## src/rtl/mul128_pkg.sv

```systemverilog
// Shared types and defaults for the shared 128x128 multiplier front end.
package mul128_pkg;

  localparam int unsigned WIDTH_DEF   = 128;
  localparam int unsigned TIMEOUT_DEF = 4096;

  localparam logic [1:0] ST_IDLE = 2'd0;
  localparam logic [1:0] ST_BUSY = 2'd1;
  localparam logic [1:0] ST_RESP = 2'd2;

  typedef enum logic [1:0] {
    IDLE = ST_IDLE,
    BUSY = ST_BUSY,
    RESP = ST_RESP
  } state_e;

endpackage

```

## src/rtl/rr_arbiter.sv

```systemverilog
// Round-robin one-hot grant with a pointer that moves past the winner on accept.
module rr_arbiter #(
  parameter int unsigned NREQ = 4,
  parameter int unsigned IDW  = 2
) (
  input  logic            clk,
  input  logic            rst,
  input  logic            en_i,
  input  logic [NREQ-1:0] req_i,
  input  logic            accept_i,
  output logic [NREQ-1:0] gnt_o,
  output logic [IDW-1:0]  gnt_idx_o
);

  logic [IDW-1:0] ptr_q, ptr_d;
  int unsigned    sel;
  logic           found;

  // Requester at rotational distance 0 from ptr_q has the highest priority.
  always_comb begin
    gnt_o = '0;
    sel   = 0;
    found = 1'b0;
    for (int unsigned d = 0; d < NREQ; d++) begin
      for (int unsigned i = 0; i < NREQ; i++) begin
        if (!found && req_i[i] && (((i + NREQ - 32'(ptr_q)) % NREQ) == d)) begin
          found    = 1'b1;
          sel      = i;
          gnt_o[i] = en_i;
        end
      end
    end
    gnt_idx_o = IDW'(sel);
  end

  always_comb begin
    ptr_d = ptr_q;
    if (accept_i) ptr_d = IDW'((sel + 1) % NREQ);
  end

  always_ff @(posedge clk) begin
    if (rst) ptr_q <= '0;
    else     ptr_q <= ptr_d;
  end

endmodule

```

## src/rtl/mul128_arbiter.sv

```systemverilog
// Round-robin front end that shares one sequential multiplier between NREQ
// clients and returns each product on a tagged response port, with a watchdog.
module mul128_arbiter
  import mul128_pkg::*;
#(
  parameter int unsigned NREQ    = 4,
  parameter int unsigned WIDTH   = WIDTH_DEF,
  parameter int unsigned IDW     = 2,
  parameter int unsigned TIMEOUT = TIMEOUT_DEF
) (
  input  logic                  clk,
  input  logic                  rst,
  input  logic [NREQ-1:0]       req_valid,
  output logic [NREQ-1:0]       req_ready,
  input  logic [NREQ*WIDTH-1:0] req_a,
  input  logic [NREQ*WIDTH-1:0] req_b,
  output logic                  rsp_valid,
  input  logic                  rsp_ready,
  output logic [IDW-1:0]        rsp_id,
  output logic [2*WIDTH-1:0]    rsp_data,
  output logic                  rsp_err,
  output logic                  mul_start,
  output logic [WIDTH-1:0]      mul_ain,
  output logic [WIDTH-1:0]      mul_bin,
  input  logic [2*WIDTH-1:0]    mul_yout,
  input  logic                  mul_done,
  output logic                  busy
);

  localparam int unsigned CW = (TIMEOUT > 1) ? $clog2(TIMEOUT) : 1;

  state_e             state_q, state_d;
  logic [NREQ-1:0]    gnt;
  logic [IDW-1:0]     gnt_idx;
  logic [IDW-1:0]     tag_q;
  logic               grant_en, transfer, timeout;
  logic [CW-1:0]      wd_q;
  logic [WIDTH-1:0]   sel_a, sel_b, ain_q, bin_q;
  logic [2*WIDTH-1:0] data_q;
  logic               err_q;

  // A lingering mul_done from the previous operation must not overlap a new start.
  assign grant_en = (state_q == IDLE) && !mul_done;

  rr_arbiter #(
    .NREQ (NREQ),
    .IDW  (IDW)
  ) u_rr (
    .clk       (clk),
    .rst       (rst),
    .en_i      (grant_en),
    .req_i     (req_valid),
    .accept_i  (transfer),
    .gnt_o     (gnt),
    .gnt_idx_o (gnt_idx)
  );

  assign req_ready = gnt;
  assign transfer  = |(req_valid & gnt);
  assign timeout   = (TIMEOUT != 0) && (wd_q == CW'(TIMEOUT - 1));

  always_comb begin
    sel_a = '0;
    sel_b = '0;
    for (int unsigned i = 0; i < NREQ; i++) begin
      if (gnt[i]) begin
        sel_a = req_a[i*WIDTH +: WIDTH];
        sel_b = req_b[i*WIDTH +: WIDTH];
      end
    end
  end

  always_ff @(posedge clk) begin
    if (rst) state_q <= IDLE;
    else     state_q <= state_d;
  end

  always_comb begin
    state_d = state_q;
    case (state_q)
      IDLE:    if (transfer) state_d = BUSY;
      BUSY:    if (mul_done || timeout) state_d = RESP;
      RESP:    if (rsp_ready) state_d = IDLE;
      default: state_d = IDLE;
    endcase
  end

  always_comb begin
    mul_start = (state_q == BUSY);
    rsp_valid = (state_q == RESP);
    busy      = (state_q != IDLE);
  end

  always_ff @(posedge clk) begin
    if (rst) begin
      ain_q  <= '0;
      bin_q  <= '0;
      tag_q  <= '0;
      wd_q   <= '0;
      data_q <= '0;
      err_q  <= 1'b0;
    end else begin
      if (transfer) begin
        ain_q <= sel_a;
        bin_q <= sel_b;
        tag_q <= gnt_idx;
        wd_q  <= '0;
      end
      if (state_q == BUSY) begin
        wd_q <= wd_q + CW'(1);
        if (mul_done) begin
          data_q <= mul_yout;
          err_q  <= 1'b0;
        end else if (timeout) begin
          data_q <= '0;
          err_q  <= 1'b1;
        end
      end
    end
  end

  assign mul_ain  = ain_q;
  assign mul_bin  = bin_q;
  assign rsp_id   = tag_q;
  assign rsp_data = data_q;
  assign rsp_err  = err_q;

endmodule

```

## config.mk

```make
export PLATFORM = sky130hd
export DESIGN_NAME = mul128_arbiter
export DESIGN_NICKNAME = d
export VERILOG_FILES = /design/src/rtl/mul128_pkg.sv /design/src/rtl/rr_arbiter.sv /design/src/rtl/mul128_arbiter.sv
export SDC_FILE = /design/constraint.sdc
export NUM_CORES = 1
export LEC_CHECK = 0
export CAP_MARGIN = 20
export CORE_AREA = 5 5 708 710
export CTS_CLUSTER_SIZE = 14
export DETAILED_ROUTE_END_ITERATION = 10
export DIE_AREA = 0 0 713 715
export PLACE_DENSITY = 0.34
export SYNTH_ARGS = -nofsm -noshare
export SYNTH_HDL_FRONTEND = slang
export SYNTH_SLANG_ARGS = --single-unit
```

## constraint.sdc

```tcl
create_clock -name clk -period 1.7 [get_ports clk]
set_input_delay 0.17 -clock clk [delete_from_list [all_inputs] [get_ports clk]]
set_output_delay 0.17 -clock clk [all_outputs]
set_load 0.02 [all_outputs]
```

==> Word level (Yosys, flattened, before mapping) <==
Cells that the tools add are included.
{ "op_classes": {"addsub": 6, "n_eq_ne": 18, "muxes": 64, "bitwise_logic": 1, "n_reduce_logical": 60} }
{ "ops": {"columns": ["operator", "n"], "rows": [
  ["128-bit 2-to-1 mux", 8],
  ["256-bit 2-to-1 mux", 2],
  ["32-bit logical NOT", 4],
  ["1-bit 2-to-1 mux", 34],
  ["2-bit 2-to-1 mux", 17],
  ["1-bit logical AND", 32],
  ["12-bit 2-to-1 mux", 2],
  ["2-bit == test (second input constant)", 9],
  ["1-bit logical NOT", 16],
  ["12-bit by 1-bit adder with 12-bit output (second input constant)", 1],
  ["12-bit == test (second input constant)", 1],
  ["2-bit by 1-bit == test with 1-bit output (second input constant)", 5],
  ["2-bit one-hot mux with 3 select lines", 1],
  ["2-bit nonzero test", 3],
  ["4-bit bitwise AND", 1],
  ["2-bit by 1-bit inequality test with 1-bit output (second input constant)", 2],
  ["4-bit OR reduction", 1],
  ["1-bit by 2-bit subtractor with 2-bit output (first input constant)", 2],
  ["2-bit subtractor (first input constant)", 2],
  ["3-bit AND reduction", 1],
  ["2-bit by 1-bit adder with 2-bit output (second input constant)", 1],
  ["2-bit logical NOT", 1],
  ["2-bit inequality test (second input constant)", 1],
  ["2-bit AND reduction", 1],
  ["1-bit logical OR", 1]
]} }
{ "word_totals": {"reg_bits": 531, "input_bits": 1288, "out_inout_bits": 522, "word_cells": 157} }

==> Longest topological paths before layout <==
Gate-level depths: netlist of run 1.
{ "depth": {"word_depth": 68, "depth_mapped": 8, "mapped_depth_nobuf": 5} }

==> Cells and area by module <==
Synthesis of run 1 repeated with hierarchy kept, for this count alone.
{ "unflattened": {"hier_cells": 2772, "hier_area_um2": 24380.9} }
{ "modules_own_cells": {"columns": ["module", "n_inst", "cells_per_inst", "area_each_um2", "seq_area_each_um2"], "rows": [
  ["mul128_arbiter", 1, 2731, 24091.9, 10590.2],
  ["rr_arbiter", 1, 41, 289.0, 40.0]
]} }

==> Worst setup path before layout of run 1 <==
Ideal clock, no wire load.
{ "synth_path": {"path_type": "register to register", "start": "register u_rr.ptr_q[1]", "end": "register tag_q[1], in the netlist rsp_id[1]", "setup_time_ps": 148, "arrival_ps": 1662, "t_required_ps": 1552, "setup_slack_ps": -110, "stages_incl_launch_ff": 7, "path_buffers": 3, "synth_period_minus_slack_ps": 1810, "path_cell_list": "dfxtp_1 buf_2 a21o_1 buf_2 buf_6 a2111oi_2 nor4_2"} }
{ "synth_between": {"elab_cells_between_ends": 113, "cone_classes": "4 x add/sub; 12 x eq/ne; 45 x mux; 1 x bitwise; 51 x reduce/logical"} }
{ "synth_lines": {"columns": ["item", "line_no", "source"], "rows": [
  ["start: declaration", "rr_arbiter.sv:15", "logic [IDW-1:0] ptr_q, ptr_d;"],
  ["start signal: assignment", "rr_arbiter.sv:43", "else ptr_q <= ptr_d;"],
  ["1-bit by 2-bit subtractor with 2-bit output", "rr_arbiter.sv:26", "if (!found && req_i[i] && (((i + NREQ - 32'(ptr_q)) % NREQ) == d)) begin"],
  ["32-bit logical NOT", "rr_arbiter.sv:26", null],
  ["1-bit logical AND", "rr_arbiter.sv:26", null],
  ["1-bit 2-to-1 mux", "rr_arbiter.sv:26", null],
  ["1-bit logical NOT", "rr_arbiter.sv:26", null],
  ["1-bit logical AND (2 in series)", "rr_arbiter.sv:26", null],
  ["1-bit 2-to-1 mux", "rr_arbiter.sv:26", null],
  ["1-bit logical NOT", "rr_arbiter.sv:26", null],
  ["[... 40 more ...]", null, null],
  ["1-bit logical AND (2 in series)", "rr_arbiter.sv:26", null],
  ["1-bit 2-to-1 mux", "rr_arbiter.sv:26", null],
  ["1-bit logical NOT", "rr_arbiter.sv:26", null],
  ["1-bit logical AND (2 in series)", "rr_arbiter.sv:26", null],
  ["1-bit 2-to-1 mux *", "rr_arbiter.sv:26", null],
  ["net req_ready[1]", "mul128_arbiter.sv:14", "output logic [NREQ-1:0] req_ready,"],
  ["4-bit bitwise AND *", "mul128_arbiter.sv:59", "assign transfer = |(req_valid & gnt);"],
  ["4-bit OR reduction *", "mul128_arbiter.sv:59", null],
  ["end signal: assignment", "mul128_arbiter.sv:106", "tag_q <= gnt_idx;"],
  ["end: declaration", "mul128_arbiter.sv:35", "logic [IDW-1:0] tag_q;"]
]} }
The timed path passes the listed nets; every way through them passes the cells marked *.
A chain may end at the register's enable or synchronous reset.

==> Final worst setup path of run 1 <==
{ "layout_path": {"start": "register u_rr.ptr_q[1]", "end": "register ain_q[6], in the netlist mul_ain[6]"} }
{ "layout_between": {"elab_chain_cells": 66, "elab_cells_between_ends": 103, "cone_classes": "4 x add/sub; 12 x eq/ne; 35 x mux; 1 x bitwise; 51 x reduce/logical"} }
{ "layout_rtl": {"columns": ["item", "line_no", "source"], "rows": [
  ["1-bit by 2-bit subtractor with 2-bit output", "rr_arbiter.sv:26", null],
  ["32-bit logical NOT", "rr_arbiter.sv:26", null],
  ["1-bit logical AND", "rr_arbiter.sv:26", null],
  ["1-bit 2-to-1 mux", "rr_arbiter.sv:26", null],
  ["1-bit logical NOT", "rr_arbiter.sv:26", null],
  ["1-bit logical AND (2 in series)", "rr_arbiter.sv:26", null],
  ["1-bit 2-to-1 mux", "rr_arbiter.sv:26", null],
  ["1-bit logical NOT", "rr_arbiter.sv:26", null],
  ["[... 47 more ...]", null, null],
  ["1-bit logical NOT", "rr_arbiter.sv:26", null],
  ["1-bit logical AND (2 in series)", "rr_arbiter.sv:26", null],
  ["1-bit 2-to-1 mux", "rr_arbiter.sv:26", null],
  ["1-bit logical NOT", "rr_arbiter.sv:26", null],
  ["1-bit logical AND (2 in series)", "rr_arbiter.sv:26", null],
  ["1-bit 2-to-1 mux", "rr_arbiter.sv:26", null],
  ["4-bit bitwise AND", "mul128_arbiter.sv:59", null],
  ["4-bit OR reduction", "mul128_arbiter.sv:59", null],
  ["end signal: assignment", "mul128_arbiter.sv:104", "ain_q <= sel_a;"],
  ["end: declaration", "mul128_arbiter.sv:38", "logic [WIDTH-1:0] sel_a, sel_b, ain_q, bin_q;"]
]} }
Parallel ways exist; a longest one is shown, timed or not.

==> impl_results.rst, run 1 <==
.. list-table::
   :header-rows: 1

   * - Metric
     - Value
   * - Status
     - finished with violations
   * - Violations in the final reports
     - negative setup slack
   * - Leading cell type in the layout, fill and taps excluded
     - sky130_fd_sc_hd__clkdlybuf4s50_1
   * - Worst clock skew
     - 0.0936 ns
   * - Startpoint of the worst setup timing path
     - u_rr.ptr_q[1]
   * - Number of fill cells
     - 56.2k
   * - Vertical die dimension
     - 715 microns
   * - Combinational fraction of design power
     - 0.387
   * - Via density
     - 3.37
   * - Reg-to-Reg Start
     - u_rr.ptr_q[1]
   * - Final non-filler cell area
     - 0.0731 sq mm
   * - Number of instances in the synthesized netlist
     - 3,416
   * - Worst hold path type
     - in -> reg
   * - Wirelength, routed
     - 449,000 microns
   * - Maximum achievable frequency
     - 0.417 GHz
   * - Share of the clock period used by the worst path
     - 1.41
   * - Avg WL per Cell
     - 34.6 microns
   * - Most used flip-flop cell after synthesis
     - sky130_fd_sc_hd__dfxtp_1
   * - Count of unique library cells instantiated by Yosys
     - 50
   * - Setup ws final
     - -0.699 ns
   * - Vias after detailed routing
     - 43.7k
   * - Leakage component of the power
     - 0.0263 uW
   * - Average instance area after synthesis
     - 8.31 sq um
   * - Area of the mapped netlist
     - 0.0284 sq mm
   * - Total global routing overflow
     - 0
   * - Row Count
     - 259
   * - Layout-stage area growth over the synthesis result
     - 157%
   * - CTS tree
     - done
   * - Pre-Repair DR Iteration Count
     - 5
   * - Design internal power
     - 36,300 uW
   * - Switching power
     - 21,800 uW
   * - Destination of the worst register-to-register timing path
     - mul_ain[6]
   * - Count of synthesis-stage warnings from yosys
     - 0
   * - Classification of the worst setup path
     - reg -> reg
   * - Power density over cell area
     - 795 mW/mm^2
   * - Layout cell share with drive strength beyond 1
     - 0.266
   * - Unrepaired setup endpoints after global routing
     - true
   * - Peak ir drop on the vdd network
     - 868 uV
   * - Antenna violations before repair
     - 272
   * - Share of total power in sequential cells
     - 0.245
   * - Clock share of power
     - 0.368
   * - Startpoint of the most critical hold path
     - mul_yout[231]
   * - Layout net count
     - 7,430
   * - Met3 layer wire length in the routed design
     - 34,400 microns
   * - Max layer used
     - met5
   * - Core occupancy in the finished layout
     - 0.148
   * - Rel. slew slack
     - 0.471
   * - Tmin final
     - 2.40 ns
   * - Setup total negative slack
     - -255.71 ns
   * - Count of buffers from port buffering
     - 1,809
   * - Residual antenna-violating net count after detailed routing
     - 0
   * - Buffer depth of the longest clock path
     - 4
   * - Worst Setup Start Kind
     - register
   * - Metal1 wirelength
     - 171,000 microns
   * - Final-report max-slew violation count
     - 0
   * - Register-to-register setup slack
     - -0.70 ns
   * - Slew @ Worst Pin
     - 0.794 ns
   * - Instance area at placement
     - 0.0578 sq mm
   * - Switching share of power
     - 0.375
   * - Number of global-route vias before repair
     - 44.2k
   * - Worst reg2reg path depth
     - 13
   * - Final count of negative-setup-slack endpoints
     - 729
   * - Detailed-routed wire length on met2
     - 221,000 microns
   * - HPWL after DPL
     - 376,000 microns
   * - Largest driver fanout on the critical path
     - 6
   * - FF+latch count, synth
     - 531
   * - Clock buffer count from CTS
     - 94
   * - Net count after synthesis
     - 4,705
   * - Post-synthesis async set-or-reset flop share
     - 0
   * - Insertion delay to the later sink of the worst-skew pair
     - 0.88 ns
   * - Full die area
     - 0.510 sq mm
   * - Number of max-capacitance violations reported
     - 0
   * - Maximum number of pins on one net before global-route repair
     - 92
   * - Starting DRC count in detailed routing
     - 3,483
   * - Starting density of the core
     - 0.0573
   * - Floorplan core area
     - 0.495 sq mm
   * - Number of hold violations in the final report
     - 0
   * - I/O pin count
     - 1,810
   * - Type of destination of the critical path
     - register
   * - Total chip power
     - 58,100 uW
   * - CTS HTree Levels
     - 3
   * - DR DRC count
     - 0
   * - Wire length of the first global-routing pass
     - 541,000 microns
   * - Most used cells in the layout excluding fill and tap cells
     - sky130_fd_sc_hd__clkdlybuf4s50_1, sky130_fd_sc_hd__buf_4, sky130_fd_sc_hd__dlygate4sd3_1
   * - WP data arrival
     - 3.07 ns
   * - Sequential area share after synthesis
     - 0.374
   * - Number of sinks driven by the clock tree
     - 531
   * - EDFF count, synth
     - 0
   * - Routability cong.
     - 0.959
   * - Clock-pin slew reported for the worst setup and hold paths after clock tree synthesis
     - 0.06 ns
   * - Capturing instance or port of the critical path
     - mul_ain[6]
   * - DIE WIDTH
     - 713 microns
   * - Data required, critical path
     - 2.37 ns
   * - CTS Root Buffer Type
     - sky130_fd_sc_hd__clkbuf_16
   * - Global-route usage over all layers
     - 0.165
timing repair:
item                        CTS  global route
resized for setup          1085           391
hold buffers                607             0
cloned                       22            28
hold endpoints to repair    476             0
pin swaps                    57           108
buffers inserted             71            50
setup endpoints to repair  1014           828
metal layers:
metal | vias to the layer above | GRT usage
met2 | 2249 | 0.288
met1 | 21800 | 0.186
li1 | 18900 | -
met4 | 90 | 0.0704
met5 | - | 0
met3 | 674 | 0.0484
Yosys cell counts (2+ instances only):
master	instances	area, sq um
sky130_fd_sc_hd__a22o_1	256	2240
sky130_fd_sc_hd__a21oi_1	10	50.1
sky130_fd_sc_hd__dfxtp_1	531	10600
sky130_fd_sc_hd__buf_6	27	304
sky130_fd_sc_hd__inv_2	2	7.51
sky130_fd_sc_hd__nand3_1	520	2600
sky130_fd_sc_hd__a31oi_1	5	31.3
sky130_fd_sc_hd__o21a_1	4	30.0
sky130_fd_sc_hd__o21ai_0	6	30.0
sky130_fd_sc_hd__inv_1	4	15.0
sky130_fd_sc_hd__buf_1	10	37.5
sky130_fd_sc_hd__a311oi_1	193	1690
sky130_fd_sc_hd__buf_2	183	916
sky130_fd_sc_hd__and3_1	260	1630
sky130_fd_sc_hd__or3_1	3	18.8
sky130_fd_sc_hd__nor3_1	4	20.0
sky130_fd_sc_hd__a311oi_2	67	1010
sky130_fd_sc_hd__buf_8	2	30.0
sky130_fd_sc_hd__nand2b_1	5	31.3
sky130_fd_sc_hd__nor2b_1	3	18.8
sky130_fd_sc_hd__nor2_1	271	1020
sky130_fd_sc_hd__a211oi_1	515	3870
sky130_fd_sc_hd__nand2_1	265	995
sky130_fd_sc_hd__buf_4	3	22.5
sky130_fd_sc_hd__and2_1	3	18.8
sky130_fd_sc_hd__clkbuf_1	240	901
critical path: stages (launching register included):
cell and delay (ns):
sky130_fd_sc_hd__dfxtp_4 0.36, sky130_fd_sc_hd__buf_4 0.13, sky130_fd_sc_hd__buf_6 0.10, sky130_fd_sc_hd__buf_6 0.12, sky130_fd_sc_hd__nor2b_4 0.12, sky130_fd_sc_hd__o21ai_4 0.07, sky130_fd_sc_hd__buf_6 0.12, sky130_fd_sc_hd__buf_12 0.11
sky130_fd_sc_hd__buf_12 0.13, sky130_fd_sc_hd__buf_16 0.16, sky130_fd_sc_hd__buf_16 0.17, sky130_fd_sc_hd__a211oi_4 0.36, sky130_fd_sc_hd__buf_4 0.18, sky130_fd_sc_hd__a311oi_2 0.09
cell type report:
| cell class | instances | area, sq um | area share |
|---|---|---|---|
| Timing Repair Buffer | 3094 | 32300 | 0.443 |
| Multi-Input combinational cell | 2414 | 17900 | 0.245 |
| Sequential cell | 531 | 10800 | 0.148 |
| Tap cell | 6525 | 8160 | 0.112 |
| Clock buffer | 117 | 2580 | 0.0353 |
| Clock inverter | 47 | 613 | 0.00839 |
| Antenna cell | 241 | 603 | 0.00825 |
| Inverter | 6 | 30.0 | 0.000411 |
state kept, by name, indices dropped and copies added (netlist names):
register	cells
mul_bin	128
rsp_data	256
rsp_err	1
u_rr.ptr_q	2
state_q	2
mul_ain	128
wd_q	12
rsp_id	2
metrics by stage:
stage               hold slack [ns]  setup slack (ns)  cells
finish                       0.0860            -0.699  13000
global route                 0.0323            -0.796  12900
CTS                         0.00153            -0.794  12700
detailed placement            0.467             -1.06  11800
global placement              0.464             -1.05  11800
floorplan                     0.295           -0.0417   3416
how the worst min path moves through the flow:
stage | endpoint | slack, ns | cells past startpoint
after floorplan | rsp_data[0] | 0.30 | 1
after global placement | rsp_data[13] | 0.46 | 1
after detailed placement | rsp_data[108] | 0.47 | 1
after CTS | mul_bin[1] | 0.002 | 3
after global routing | mul_ain[31] | 0.03 | 3
final | rsp_data[231] | 0.09 | 2
cell families (layout without fill, tap and decap cells):
kind of cell,count (synthesis),in the layout,share of synthesized area
other cells,0,241,0
buf+inv,471,3264,0.0787
simple gates,1343,1343,0.226
compound gates,1070,1070,0.320
fa+ha+maj,1,1,0.000441
flops,531,531,0.374
power groups by stage:
stage / Clock [uW] / Combinational, uW / Sequential (uW)
3_5_place_dp: 0 / 17800 / 14500
3_3_place_gp: 0 / 17800 / 14500
6_report: 21400 / 22500 / 14200
4_1_cts: 22500 / 21100 / 14200
2_1_floorplan: 0 / 4990 / 15100
5_1_grt: 22600 / 23500 / 14300
No activity file was read; power rests on OpenSTA's default activity.
==> run 2: changes to the inputs <==
--- a/config.mk
+++ b/config.mk
@@ -7,6 +7,7 @@
 export LEC_CHECK = 0
 export CAP_MARGIN = 20
 export CORE_AREA = 5 5 708 710
+export CTS_BUF_LIST = sky130_fd_sc_hd__clkbuf_8 sky130_fd_sc_hd__clkbuf_16
 export CTS_CLUSTER_SIZE = 14
 export DETAILED_ROUTE_END_ITERATION = 10
 export DIE_AREA = 0 0 713 715
==> impl_results.rst, run 2 (same netlist as run 1, synthesis figures left out) <==
.. list-table::
   :header-rows: 1

   * - Metric
     - Value
   * - Rel. slew slack
     - 0.452 (-0.0191)
   * - Leakage component of the power
     - 0.0266 uW (+1.3%)
   * - Depth of the worst hold-timing path
     - 2 (unchanged)
   * - Classification of the worst setup path
     - reg -> reg
   * - Routability cong.
     - 0.959 (unchanged)
   * - Total global routing overflow
     - 0 (unchanged)
   * - Starting DRC count in detailed routing
     - 3,662 (+5.1%)
   * - Number of hold violations in the final report
     - 0 (unchanged)
   * - Max reg flops
     - 256 (unchanged)
   * - Residual antenna-violating net count after detailed routing
     - 0 (unchanged)
   * - Register-to-register setup slack
     - -0.71 ns (-0.02 ns)
   * - CTS Root Buffer Type
     - sky130_fd_sc_hd__clkbuf_16
   * - Share of total power in sequential cells
     - 0.243 (-0.002)
   * - Violations in the final reports
     - negative setup slack
   * - Maximum achievable frequency
     - 0.414 GHz (-0.64%)
   * - Starting density of the core
     - 0.0573 (unchanged)
   * - Post-route non-filler standard cell count
     - 13.0k (+0.18%)
   * - Worst clock skew
     - 0.0966 ns (+0.00295 ns)
   * - Reg-to-Reg Start
     - u_rr.ptr_q[1]
   * - Core occupancy in the finished layout
     - 0.149 (+0.00187)
   * - Data required, critical path
     - 2.37 ns (about the same)
   * - Startpoint of the most critical hold path
     - mul_yout[231]
   * - Clock-pin slew reported for the worst setup and hold paths after clock tree synthesis
     - 0.06 ns (about the same)
   * - Tmin final
     - 2.41 ns (+0.0155 ns)
   * - Final count of negative-setup-slack endpoints
     - 729 (unchanged)
   * - Destination of the worst register-to-register timing path
     - mul_ain[6]
   * - Slew @ Worst Pin
     - 0.823 ns (+0.0286 ns)
   * - Layout cell share with drive strength beyond 1
     - 0.276 (+0.0101)
   * - Peak ir drop on the vdd network
     - 862 uV (-0.80%)
   * - WP data arrival
     - 3.08 ns (about the same)
   * - Number of sinks driven by the clock tree
     - 531 (unchanged)
   * - I/O pin count
     - 1,810 (unchanged)
   * - Share of the clock period used by the worst path
     - 1.42 (+0.00909)
   * - Critical path cell sequence
     - buf_4 > buf_6 > buf_6 > nor2b_4 > o21ai_4 > buf_6 > buf_12 > buf_12 > buf_16 > buf_16 > a211oi_4 > buf_4 > a311oi_2
   * - Row Count
     - 259 (unchanged)
   * - Status
     - finished with violations
   * - HPWL after DPL
     - 376,000 microns (unchanged)
   * - DIE WIDTH
     - 713 microns (unchanged)
   * - Maximum number of pins on one net before global-route repair
     - 92 (unchanged)
   * - Antenna violations before repair
     - 268 (-1.5%)
   * - Number of max-capacitance violations reported
     - 0 (unchanged)
   * - Type of destination of the critical path
     - register
   * - Switching power
     - 22,000 uW (+1.0%)
   * - Pre-Repair DR Iteration Count
     - 6 (+1)
   * - Hold worst-path end
     - rsp_data[231]
   * - CTS HTree Levels
     - 3 (unchanged)
   * - Insertion delay to the later sink of the worst-skew pair
     - 0.88 ns (about the same)
   * - Final-report max-slew violation count
     - 0 (unchanged)
   * - Slowest CP cell
     - sky130_fd_sc_hd__dfxtp_4
   * - Setup total negative slack
     - -268.43 ns (-12.72 ns)
   * - Worst reg2reg path depth
     - 13 (unchanged)
   * - Buffer depth of the longest clock path
     - 4 (unchanged)
   * - Leading cell type in the layout, fill and taps excluded
     - sky130_fd_sc_hd__clkdlybuf4s50_1
   * - Number of global-route vias before repair
     - 44.2k (+0.014%)
   * - CP max stage delay
     - 0.36 ns (about the same)
   * - Vertical die dimension
     - 715 microns (unchanged)
   * - Wirelength, routed
     - 453,000 microns (+0.87%)
   * - Power density over cell area
     - 790 mW/mm^2 (-0.58%)
   * - Unrepaired setup endpoints after global routing
     - true
   * - Global-route usage over all layers
     - 0.165 (about the same)
   * - Vias after detailed routing
     - 44.0k (+0.67%)
   * - Design internal power
     - 36,400 uW (+0.47%)
   * - Number of cells in the design after placement
     - 11.8k (unchanged)
   * - CTS tree
     - done
   * - Layout net count
     - 7,453 (+0.31%)
   * - Count of buffers from port buffering
     - 1,809 (unchanged)
   * - Number of fill cells
     - 56.1k (-0.12%)
   * - DR DRC count
     - 0 (unchanged)
   * - Clock buffer count from CTS
     - 94 (unchanged)
   * - Largest driver fanout on the critical path
     - 6 (unchanged)
   * - Worst Setup Start Kind
     - register
   * - Switching share of power
     - 0.377 (+0.00130)
   * - Layout-stage area growth over the synthesis result
     - 161%
   * - Setup ws final
     - -0.714 ns (-0.0155 ns)
   * - Combinational fraction of design power
     - 0.392 (+0.005)
   * - Full die area
     - 0.510 sq mm (unchanged)
   * - Wire length of the first global-routing pass
     - 541,000 microns (about the same)
   * - Via density
     - 3.39 (+0.48%)
   * - Avg WL per Cell
     - 34.8 microns (+0.68%)
   * - Worst hold path type
     - in -> reg
   * - Most common cell on crit path
     - sky130_fd_sc_hd__buf_6
   * - Clock share of power
     - 0.365 (-0.003)
   * - Floorplan core area
     - 0.495 sq mm (unchanged)
   * - Most used cells in the layout excluding fill and tap cells
     - sky130_fd_sc_hd__clkdlybuf4s50_1, sky130_fd_sc_hd__buf_4, sky130_fd_sc_hd__dlygate4sd3_1
==> run 2: cell count changes in the layout (fill, tap and decap cells not counted), moves of 11 or more <==
cell / change
sky130_fd_sc_hd__a211oi_2: +12
sky130_fd_sc_hd__a211oi_1: -21
sky130_fd_sc_hd__a311oi_1: -11
sky130_fd_sc_hd__nand3_1: -12
sky130_fd_sc_hd__a311oi_2: +11
sky130_fd_sc_hd__clkbuf_16: +15
==> run 2: area by class of cell <==
type                       instances  area, sq um  share of cell area
sequential                       531        10800               0.146
clock inverter                    57          651             0.00879
timing repair buffer            3117        32900               0.445
multi-input combinational       2414        18300               0.247
inverter                           6         32.5            0.000440
antenna                          242          606             0.00818
tap                             6525         8160               0.110
clock buffer                     107         2540              0.0344
==> run 2: worst max path at each step <==
stage	from	end	slack, ns	cells after the start
global route	u_rr.ptr_q[1]	req_ready[1]	-0.80	6
finish	u_rr.ptr_q[1]	mul_ain[6]	-0.71	13
detailed placement	mul_done	mul_ain[6]	-1.06	9
global placement	mul_done	mul_ain[6]	-1.05	9
floorplan	u_rr.ptr_q[1]	mul_ain[10]	-0.04	8
CTS	u_rr.ptr_q[1]	req_ready[1]	-0.79	6
==> run 2: power groups by stage <==
stage	sequential, uW	clock [uW]	combinational [uW]
5_1_grt	14300	22600	23900
6_report	14200	21300	22900
3_5_place_dp	14500	0	17800
3_3_place_gp	14500	0	17800
4_1_cts	14200	22500	21100
2_1_floorplan	15100	0	4990
==> run 2: stage by stage <==
stage                     hold slack (ns)  area, sq um  power [uW]  setup slack, ns
final                              0.0835        74000       58500           -0.714
after global placement              0.464        57800       32300            -1.05
after CTS                         0.00153        69500       57800           -0.794
after detailed placement            0.467        57800       32300            -1.06
after global routing               0.0323        73900       60700           -0.796
after floorplan                     0.295        28400       20100          -0.0417
==> run 2: routing by layer <==
metal | GRT usage | vias to the layer above | part of all wire
met5 | 0 | - | 0.0012
met3 | 0.0485 | 648 | 0.075
met4 | 0.0705 | 88 | 0.043
li1 | - | 18900 | -
met1 | 0.186 | 22100 | 0.38
met2 | 0.288 | 2240 | 0.50
==> run 2: what timing repair did <==
action,in CTS,in global routing
buffers inserted,71,60
endpoints found under the hold margin,476,0
endpoints found under the setup margin,1014,828
pin swaps,57,159
cloned,22,43
resized for setup,1085,482
hold buffers,607,0
==> run 2: critical path: cells and delay by family (launching register included) <==
family	cells	cell delay, ns
compound gates	3	0.52
buf+inv	9	1.22
flops	1	0.36
simple gates	1	0.12
